<file path="src/rtl/fuzzy_pkg.sv">
// Shared types, constants and rule arithmetic helpers for the fuzzy inference path.
package fuzzy_pkg;

  localparam int N_RULES   = 4;
  localparam int DIV_STEPS = 16;

  localparam logic [15:0] Q15_ONE = 16'h7FFF;
  localparam logic [7:0]  PCT_MAX = 8'd100;

  typedef enum logic [1:0] {
    IDLE  = 2'd0,
    RULE  = 2'd1,
    DIV   = 2'd2,
    SCALE = 2'd3
  } fis_state_t;

  function automatic logic [15:0] q15_min(input logic [15:0] a, input logic [15:0] b);
    return (a < b) ? a : b;
  endfunction

  // Percent 0..100 to Q1.15, rounded; 100 % maps to full scale 0x7FFF.
  function automatic logic [15:0] g_percent_to_q15(input logic [7:0] g);
    logic [7:0]  g_clamped;
    logic [22:0] scaled;
    g_clamped = (g > PCT_MAX) ? PCT_MAX : g;
    scaled    = 23'(g_clamped) * 23'd32767 + 23'd50;
    return 16'(scaled / 23'd100);
  endfunction

endpackage

</file>
<file path="src/rtl/q15_div_restoring.sv">
// Restoring divider: one quotient bit per cycle, MSB first; quotient forced to 0 on a zero divisor.
module q15_div_restoring
  import fuzzy_pkg::*;
(
  input  logic        clk,
  input  logic        rst,
  input  logic        start,
  input  logic [31:0] dividend,
  input  logic [19:0] divisor,
  output logic        busy,
  output logic        done,
  output logic [15:0] quot,
  output logic        zero_div
);

  logic        busy_reg;
  logic [3:0]  step_reg;
  logic [35:0] rem_reg;
  logic [19:0] div_reg;
  logic [15:0] q_reg;

  logic [35:0] shifted;
  logic        fits;
  logic [35:0] rem_next;
  logic [15:0] q_next;

  always_comb begin
    shifted          = 36'(div_reg) << step_reg;
    fits             = (rem_reg >= shifted);
    rem_next         = fits ? (rem_reg - shifted) : rem_reg;
    q_next           = q_reg;
    q_next[step_reg] = fits;
  end

  always_ff @(posedge clk) begin
    if (rst) begin
      busy_reg <= 1'b0;
      step_reg <= '0;
      rem_reg  <= '0;
      div_reg  <= '0;
      q_reg    <= '0;
    end else if (start && !busy_reg) begin
      busy_reg <= 1'b1;
      step_reg <= 4'(DIV_STEPS - 1);
      rem_reg  <= 36'(dividend);
      div_reg  <= divisor;
      q_reg    <= '0;
    end else if (busy_reg) begin
      rem_reg <= rem_next;
      q_reg   <= q_next;
      if (step_reg == 4'd0) begin
        busy_reg <= 1'b0;
      end else begin
        step_reg <= step_reg - 4'd1;
      end
    end
  end

  // The final bit is presented combinationally so the caller can register the result on the last step.
  assign busy     = busy_reg;
  assign done     = busy_reg && (step_reg == 4'd0);
  assign zero_div = (div_reg == 20'd0);
  assign quot     = zero_div ? 16'd0 : q_next;

endmodule

</file>
<file path="src/rtl/fuzzy_infer_seq.sv">
// Sequential fuzzy inference: 4 corner rules through one shared multiplier, then a weighted-average divide.
module fuzzy_infer_seq
  import fuzzy_pkg::*;
(
  input  logic        clk,
  input  logic        rst,
  input  logic        start,
  input  logic [15:0] t_neg,
  input  logic [15:0] t_pos,
  input  logic [15:0] dt_neg,
  input  logic [15:0] dt_pos,
  input  logic [7:0]  g_00,
  input  logic [7:0]  g_02,
  input  logic [7:0]  g_20,
  input  logic [7:0]  g_22,
  output logic        busy,
  output logic        done,
  output logic [15:0] g_q15,
  output logic [7:0]  g_pct,
  output logic        zero_w,
  output logic [19:0] S_w,
  output logic [31:0] S_wg
);

  fis_state_t state_reg, state_next;

  logic [15:0] t_neg_reg, t_pos_reg, dt_neg_reg, dt_pos_reg;
  logic [7:0]  g_in  [N_RULES];
  logic [7:0]  g_reg [N_RULES];
  logic [1:0]  k_reg;
  logic [19:0] acc_w_reg;
  logic [31:0] acc_wg_reg;

  logic [15:0] g_q15_reg;
  logic [7:0]  g_pct_reg;
  logic        zero_w_reg;
  logic [19:0] s_w_reg;
  logic [31:0] s_wg_reg;

  logic        accept;
  logic        last_rule;
  logic [15:0] t_sel, dt_sel, w, gq;
  logic [31:0] prod;
  logic [19:0] acc_w_next;
  logic [31:0] acc_wg_next;

  logic        div_start, div_busy, div_done, div_zero;
  logic [15:0] div_quot;
  logic [15:0] q_sat;
  logic [22:0] pct_wide;
  logic [7:0]  pct_val;

  assign g_in[0] = g_00;
  assign g_in[1] = g_02;
  assign g_in[2] = g_20;
  assign g_in[3] = g_22;

  assign accept    = (state_reg == IDLE) && start;
  assign last_rule = (state_reg == RULE) && (k_reg == 2'(N_RULES - 1));

  // Rule order 00,02,20,22: k[1] picks the temperature side, k[0] the derivative side.
  always_comb begin
    t_sel       = k_reg[1] ? t_pos_reg  : t_neg_reg;
    dt_sel      = k_reg[0] ? dt_pos_reg : dt_neg_reg;
    w           = q15_min(t_sel, dt_sel);
    gq          = g_percent_to_q15(g_reg[k_reg]);
    prod        = 32'(w) * 32'(gq);
    acc_w_next  = acc_w_reg + 20'(w);
    acc_wg_next = acc_wg_reg + prod;
  end

  assign div_start = last_rule && !div_busy;

  q15_div_restoring u_div (
    .clk      (clk),
    .rst      (rst),
    .start    (div_start),
    .dividend (acc_wg_next),
    .divisor  (acc_w_next),
    .busy     (div_busy),
    .done     (div_done),
    .quot     (div_quot),
    .zero_div (div_zero)
  );

  always_comb begin
    q_sat    = (div_quot > Q15_ONE) ? Q15_ONE : div_quot;
    pct_wide = (23'(q_sat) * 23'd100 + 23'd16384) >> 15;
    pct_val  = (pct_wide > 23'(PCT_MAX)) ? PCT_MAX : pct_wide[7:0];
  end

  always_ff @(posedge clk) begin
    if (rst) begin
      state_reg <= IDLE;
    end else begin
      state_reg <= state_next;
    end
  end

  always_comb begin
    state_next = state_reg;
    case (state_reg)
      IDLE:    if (start) state_next = RULE;
      RULE:    if (k_reg == 2'(N_RULES - 1)) state_next = DIV;
      DIV:     if (div_done) state_next = SCALE;
      SCALE:   state_next = IDLE;
      default: state_next = IDLE;
    endcase
  end

  always_comb begin
    busy = (state_reg != IDLE);
    done = (state_reg == SCALE);
  end

  genvar gi;
  generate
    for (gi = 0; gi < N_RULES; gi++) begin : g_shadow
      always_ff @(posedge clk) begin
        if (rst) begin
          g_reg[gi] <= '0;
        end else if (accept) begin
          g_reg[gi] <= g_in[gi];
        end
      end
    end
  endgenerate

  always_ff @(posedge clk) begin
    if (rst) begin
      t_neg_reg  <= '0;
      t_pos_reg  <= '0;
      dt_neg_reg <= '0;
      dt_pos_reg <= '0;
      k_reg      <= '0;
      acc_w_reg  <= '0;
      acc_wg_reg <= '0;
      g_q15_reg  <= '0;
      g_pct_reg  <= '0;
      zero_w_reg <= 1'b0;
      s_w_reg    <= '0;
      s_wg_reg   <= '0;
    end else begin
      if (accept) begin
        t_neg_reg  <= t_neg;
        t_pos_reg  <= t_pos;
        dt_neg_reg <= dt_neg;
        dt_pos_reg <= dt_pos;
        k_reg      <= '0;
        acc_w_reg  <= '0;
        acc_wg_reg <= '0;
      end
      if (state_reg == RULE) begin
        acc_w_reg  <= acc_w_next;
        acc_wg_reg <= acc_wg_next;
        k_reg      <= k_reg + 2'd1;
      end
      // Results land on the divider's last step so they are visible during the done cycle.
      if ((state_reg == DIV) && div_done) begin
        g_q15_reg  <= q_sat;
        g_pct_reg  <= pct_val;
        zero_w_reg <= div_zero;
        s_w_reg    <= acc_w_reg;
        s_wg_reg   <= acc_wg_reg;
      end
    end
  end

  assign g_q15  = g_q15_reg;
  assign g_pct  = g_pct_reg;
  assign zero_w = zero_w_reg;
  assign S_w    = s_w_reg;
  assign S_wg   = s_wg_reg;

endmodule
</file>
<file path="config.mk">
export PLATFORM = sky130hd
export DESIGN_NAME = fuzzy_infer_seq
export DESIGN_NICKNAME = d
export VERILOG_FILES = /design/src/rtl/fuzzy_pkg.sv /design/src/rtl/q15_div_restoring.sv /design/src/rtl/fuzzy_infer_seq.sv
export SDC_FILE = /design/constraint.sdc
export NUM_CORES = 2
export LEC_CHECK = 0
export CAP_MARGIN = 40
export CELL_PAD_IN_SITES_DETAIL_PLACEMENT = 0
export CELL_PAD_IN_SITES_GLOBAL_PLACEMENT = 1
export CORE_ASPECT_RATIO = 1.5
export CORE_MARGIN = 2
export CORE_UTILIZATION = 40
export DETAILED_ROUTE_END_ITERATION = 12
export PLACE_DENSITY_LB_ADDON = 0.1
export SLEW_MARGIN = 10
export SYNTH_ARGS = -nofsm -noshare
export SYNTH_HDL_FRONTEND = slang
export SYNTH_SLANG_ARGS = --single-unit
</file>
<file path="constraint.sdc">
create_clock -name clk -period 29.3 [get_ports clk]
set_input_delay 5.86 -clock clk [delete_from_list [all_inputs] [get_ports clk]]
set_output_delay 5.86 -clock clk [all_outputs]
set_load 0.02 [all_outputs]
</file>
==> impl_results.md <==
* Run status: complete, no violations
* Average via count per standard cell at roughly 5.7
* Slowest cell on the critical path: sky130_fd_sc_hd__or4_4
* Fmax at 0.0365 GHz
* Clock tree from TritonCTS: built
* Flops & latches, synth at ~310
* Clock input transition at the sequential cells of the worst setup and hold paths at roughly 0.060 ns
* Slew at the pin closest to its max-slew limit at 0.902 ns
* Placer's final routability congestion estimate at 0.955
* GR Overflow Total at 0
* Total via count after detailed routing at between 30000 and 40000
* Worst flop-to-flop path endpoint: u_div.rem_reg[31]
* Nets at roughly 5200
* Number of remaining DRC errors at 0
* Wire length of the first global-routing pass at 193 mm
* End point of the critical path: u_div.rem_reg[31]
* DR iter-0 viols at ~1500
* Count of antenna diodes in the layout at 0
* Fraction of layout cells with a size suffix above 1 at 10.2%
* Vias in the first global route at roughly 33000
* Number of antenna violations at the first check in global routing at 2
* Routed wire length at ~120 mm
* Max_cap viols at 0
* Max-slew violations at 0
* Post-synth EDFFs at 32
* Largest net degree at the start of global routing at 80
* Clock root buffer: sky130_fd_sc_hd__clkbuf_16
* IO Count at ~180
* Total of endpoints with negative setup slack in the final report at 0
* Critical Path Source Type: flip-flop
* Crit path required time at around 30 ns
* Critical Path Fanout Max at 16
* Placeable core region at roughly 90000 sq um
* Yosys warning count at 0
* Detail-routed net length per standard cell at 21.5 um
* Hold bufs inserted after CTS at 0
* Worst hold slack at ~0.45 ns
* Initial Utilization at 40.2%
* Fin. Hold Viols at 0
* R2r worst-path depth at approximately 110
* Antenna viol nets, final at 0
* Worst Clk Skew at 0.0259 ns
* Die Wd at 250 um
* Arrival time at the worst endpoint at between 20 and 30 ns
* Die extent in y at between 300 and 400 um
* Estimated wirelength of the detail-placed design at roughly 100 mm
* Average size of a mapped cell at 8.21 sq um
* Total standard cell area after synthesis at roughly 36000 sq um
* Layout overhead on the synthesized area at 14.3%
* Tcrit/Tclk final at between 90% and 100%
* Distinct cell type count after synthesis at between 100 and 150
* Minimum clock period after layout at between 20 and 30 ns
* Cells after Synth at between 4000 and 5000
* Number of buffers added by the clock tree synthesis step at 35
* Full die area at between 90000 and 100000 sq um
* Router iterations before antenna repair at 7
* Async set-or-reset flop fraction in the synthesized netlist at 0%
* Cell repeated most along the worst path: sky130_fd_sc_hd__a21oi_1
* Worst Hold Class: reg -> reg
* Flip-flop count of the largest register, all copies and words added at 36
* Nature of the critical path endpoint: flip-flop
* Flip-flop cell with the highest count after synthesis: sky130_fd_sc_hd__dfxtp_1
* Total global-route track usage at a little over a quarter
* Count of port buffers added during placement at between 150 and 200
* CTS sink cnt at 308
* Worst max-slew margin expressed relative to the limit at 39.9%
* Kind of critical path: reg -> reg
* Sequential cell area fraction in the yosys report at 17.9%
* Delay of the slowest cell on the worst path at ~0.62 ns
* Reg2reg setup slack at 1.93 ns
* Clock latency on the worst-skew pair at around 0.58 ns
* Placement row count at 135
* Buffer depth of the longest clock path at 3
* Total number of H-tree levels at 2
==> how the worst min path moves through the flow <==
stage / to / cells past startpoint / slack, ns / from
2_1_floorplan: dt_pos_reg[0] / 1 / 0.44 / dt_pos_reg[0]
3_3_place_gp: g_q15[15] / 1 / 0.44 / g_q15[15]
3_5_place_dp: g_q15[15] / 1 / 0.44 / g_q15[15]
4_1_cts: S_w[7] / 2 / 0.46 / S_w[7]
5_1_grt: S_w[10] / 2 / 0.47 / S_w[10]
6_report: S_wg[25] / 2 / 0.45 / S_wg[25]
==> through the flow <==
step                util (%)  cell area, sq um  worst slack (ns)  instances  setup TNS (ns)
floorplan                  -             36200              3.82       4412               0
global placement        44.0             39700             0.692       5668               0
detailed placement      44.2             39800             0.513       5682               0
CTS                     45.4             40900             0.392       5743               0
global route            45.9             41400           -0.0355       5768         -0.0454
finish                  45.9             41400              1.93       5768               0
==> metal layers <==
layer  wire length [um]  global-route usage, %  vias to the layer above
li1                   -                      -                    15800
met1              46400                   28.4                    16100
met2              68000                   52.2                      707
met3               3710                   2.12                      257
met4               6100                   11.9                        2
met5                 10                      0                        -
==> layout make-up <==
| cell class | instances | area (sq um) |
|---|---|---|
| Clock buffer | 45 | 953 |
| Fill cell | 9176 | 48700 |
| Timing Repair Buffer | 360 | 3150 |
| Tap cell | 1164 | 1460 |
| Clock inverter | 16 | 180 |
| Multi-Input combinational cell | 3439 | 27500 |
| Sequential cell | 308 | 6490 |
| Inverter | 436 | 1640 |
==> cells in the mapped netlist (29+ instances only) <==
library cell               number  area share [%]
sky130_fd_sc_hd__xnor2_1      125             3.0
sky130_fd_sc_hd__o211ai_1      29            0.60
sky130_fd_sc_hd__mux2i_1       86             2.4
sky130_fd_sc_hd__inv_1        433             4.5
sky130_fd_sc_hd__edfxtp_1      32             2.7
sky130_fd_sc_hd__and2_1       128             2.2
sky130_fd_sc_hd__a22oi_1       57             1.2
sky130_fd_sc_hd__a21oi_1      280             3.9
sky130_fd_sc_hd__a211oi_1      62             1.3
sky130_fd_sc_hd__fa_1         269              15
sky130_fd_sc_hd__o21ai_0      129             1.8
sky130_fd_sc_hd__nand3_1       60            0.83
sky130_fd_sc_hd__clkbuf_1     159             1.6
sky130_fd_sc_hd__buf_2         31            0.43
sky130_fd_sc_hd__ha_1         269             9.3
sky130_fd_sc_hd__a21o_1        49             1.0
sky130_fd_sc_hd__a31oi_1       31            0.54
sky130_fd_sc_hd__xor2_1        54             1.3
sky130_fd_sc_hd__nor2_1       321             3.3
sky130_fd_sc_hd__and3_1        53            0.92
sky130_fd_sc_hd__o21bai_1      34            0.71
sky130_fd_sc_hd__or2_2         29            0.50
sky130_fd_sc_hd__o21ai_1       40            0.55
sky130_fd_sc_hd__a22o_1        73             1.8
sky130_fd_sc_hd__nand2_1      562             5.8
sky130_fd_sc_hd__nor3_1       103             1.4
sky130_fd_sc_hd__dfxtp_1      276              15
==> kinds of logic after synthesis <==
kind of cell | after synthesis | synth area share [%]
AO/OA/AOI/OAI | 1108 | 22.3
XOR/XNOR | 185 | 4.64
adder cells (fa/ha/maj) | 541 | 24.3
buffers and inverters | 665 | 7.22
flip-flops | 308 | 17.9
multiplexers | 123 | 4.14
other | 2 | 0.0207
AND/OR/NAND/NOR | 1476 | 19.5
==> cells in the final DEF, fill, tap and decap left out, drive strengths merged, types with 49 or more instances in the layout <==
cell	n
and2	128
inv	435
nor2	325
a21o	49
nand2	565
and3	53
a21oi	290
xor2	55
a22o	73
xnor2	128
nor3	105
fa	269
ha	269
o21ai	173
dfxtp	276
mux2i	89
clkdlybuf4s50	176
buf	183
a211oi	72
nand3	62
a22oi	57
==> worst max-delay path: cells and delay by family (launching register included) <==
kind,cells,cell delay (ns)
AOI/OAI and AO/OA,53,10.15
xor gates and xnor gates,4,1.09
adders and majority gates,12,4.98
buffers and inverters,14,1.89
DFF,1,0.44
muxes,4,1.50
and+or+nand+nor,26,7.23
==> timing repair <==
item	4_1_cts	5_1_grt
endpoints found under the hold margin	0	0
resized for setup	0	56
setup buffers	0	24
endpoints found under the setup margin	0	26
Power is not shown: default switching activity piles up to over one toggle a cycle in this logic, so the estimate is an artifact.
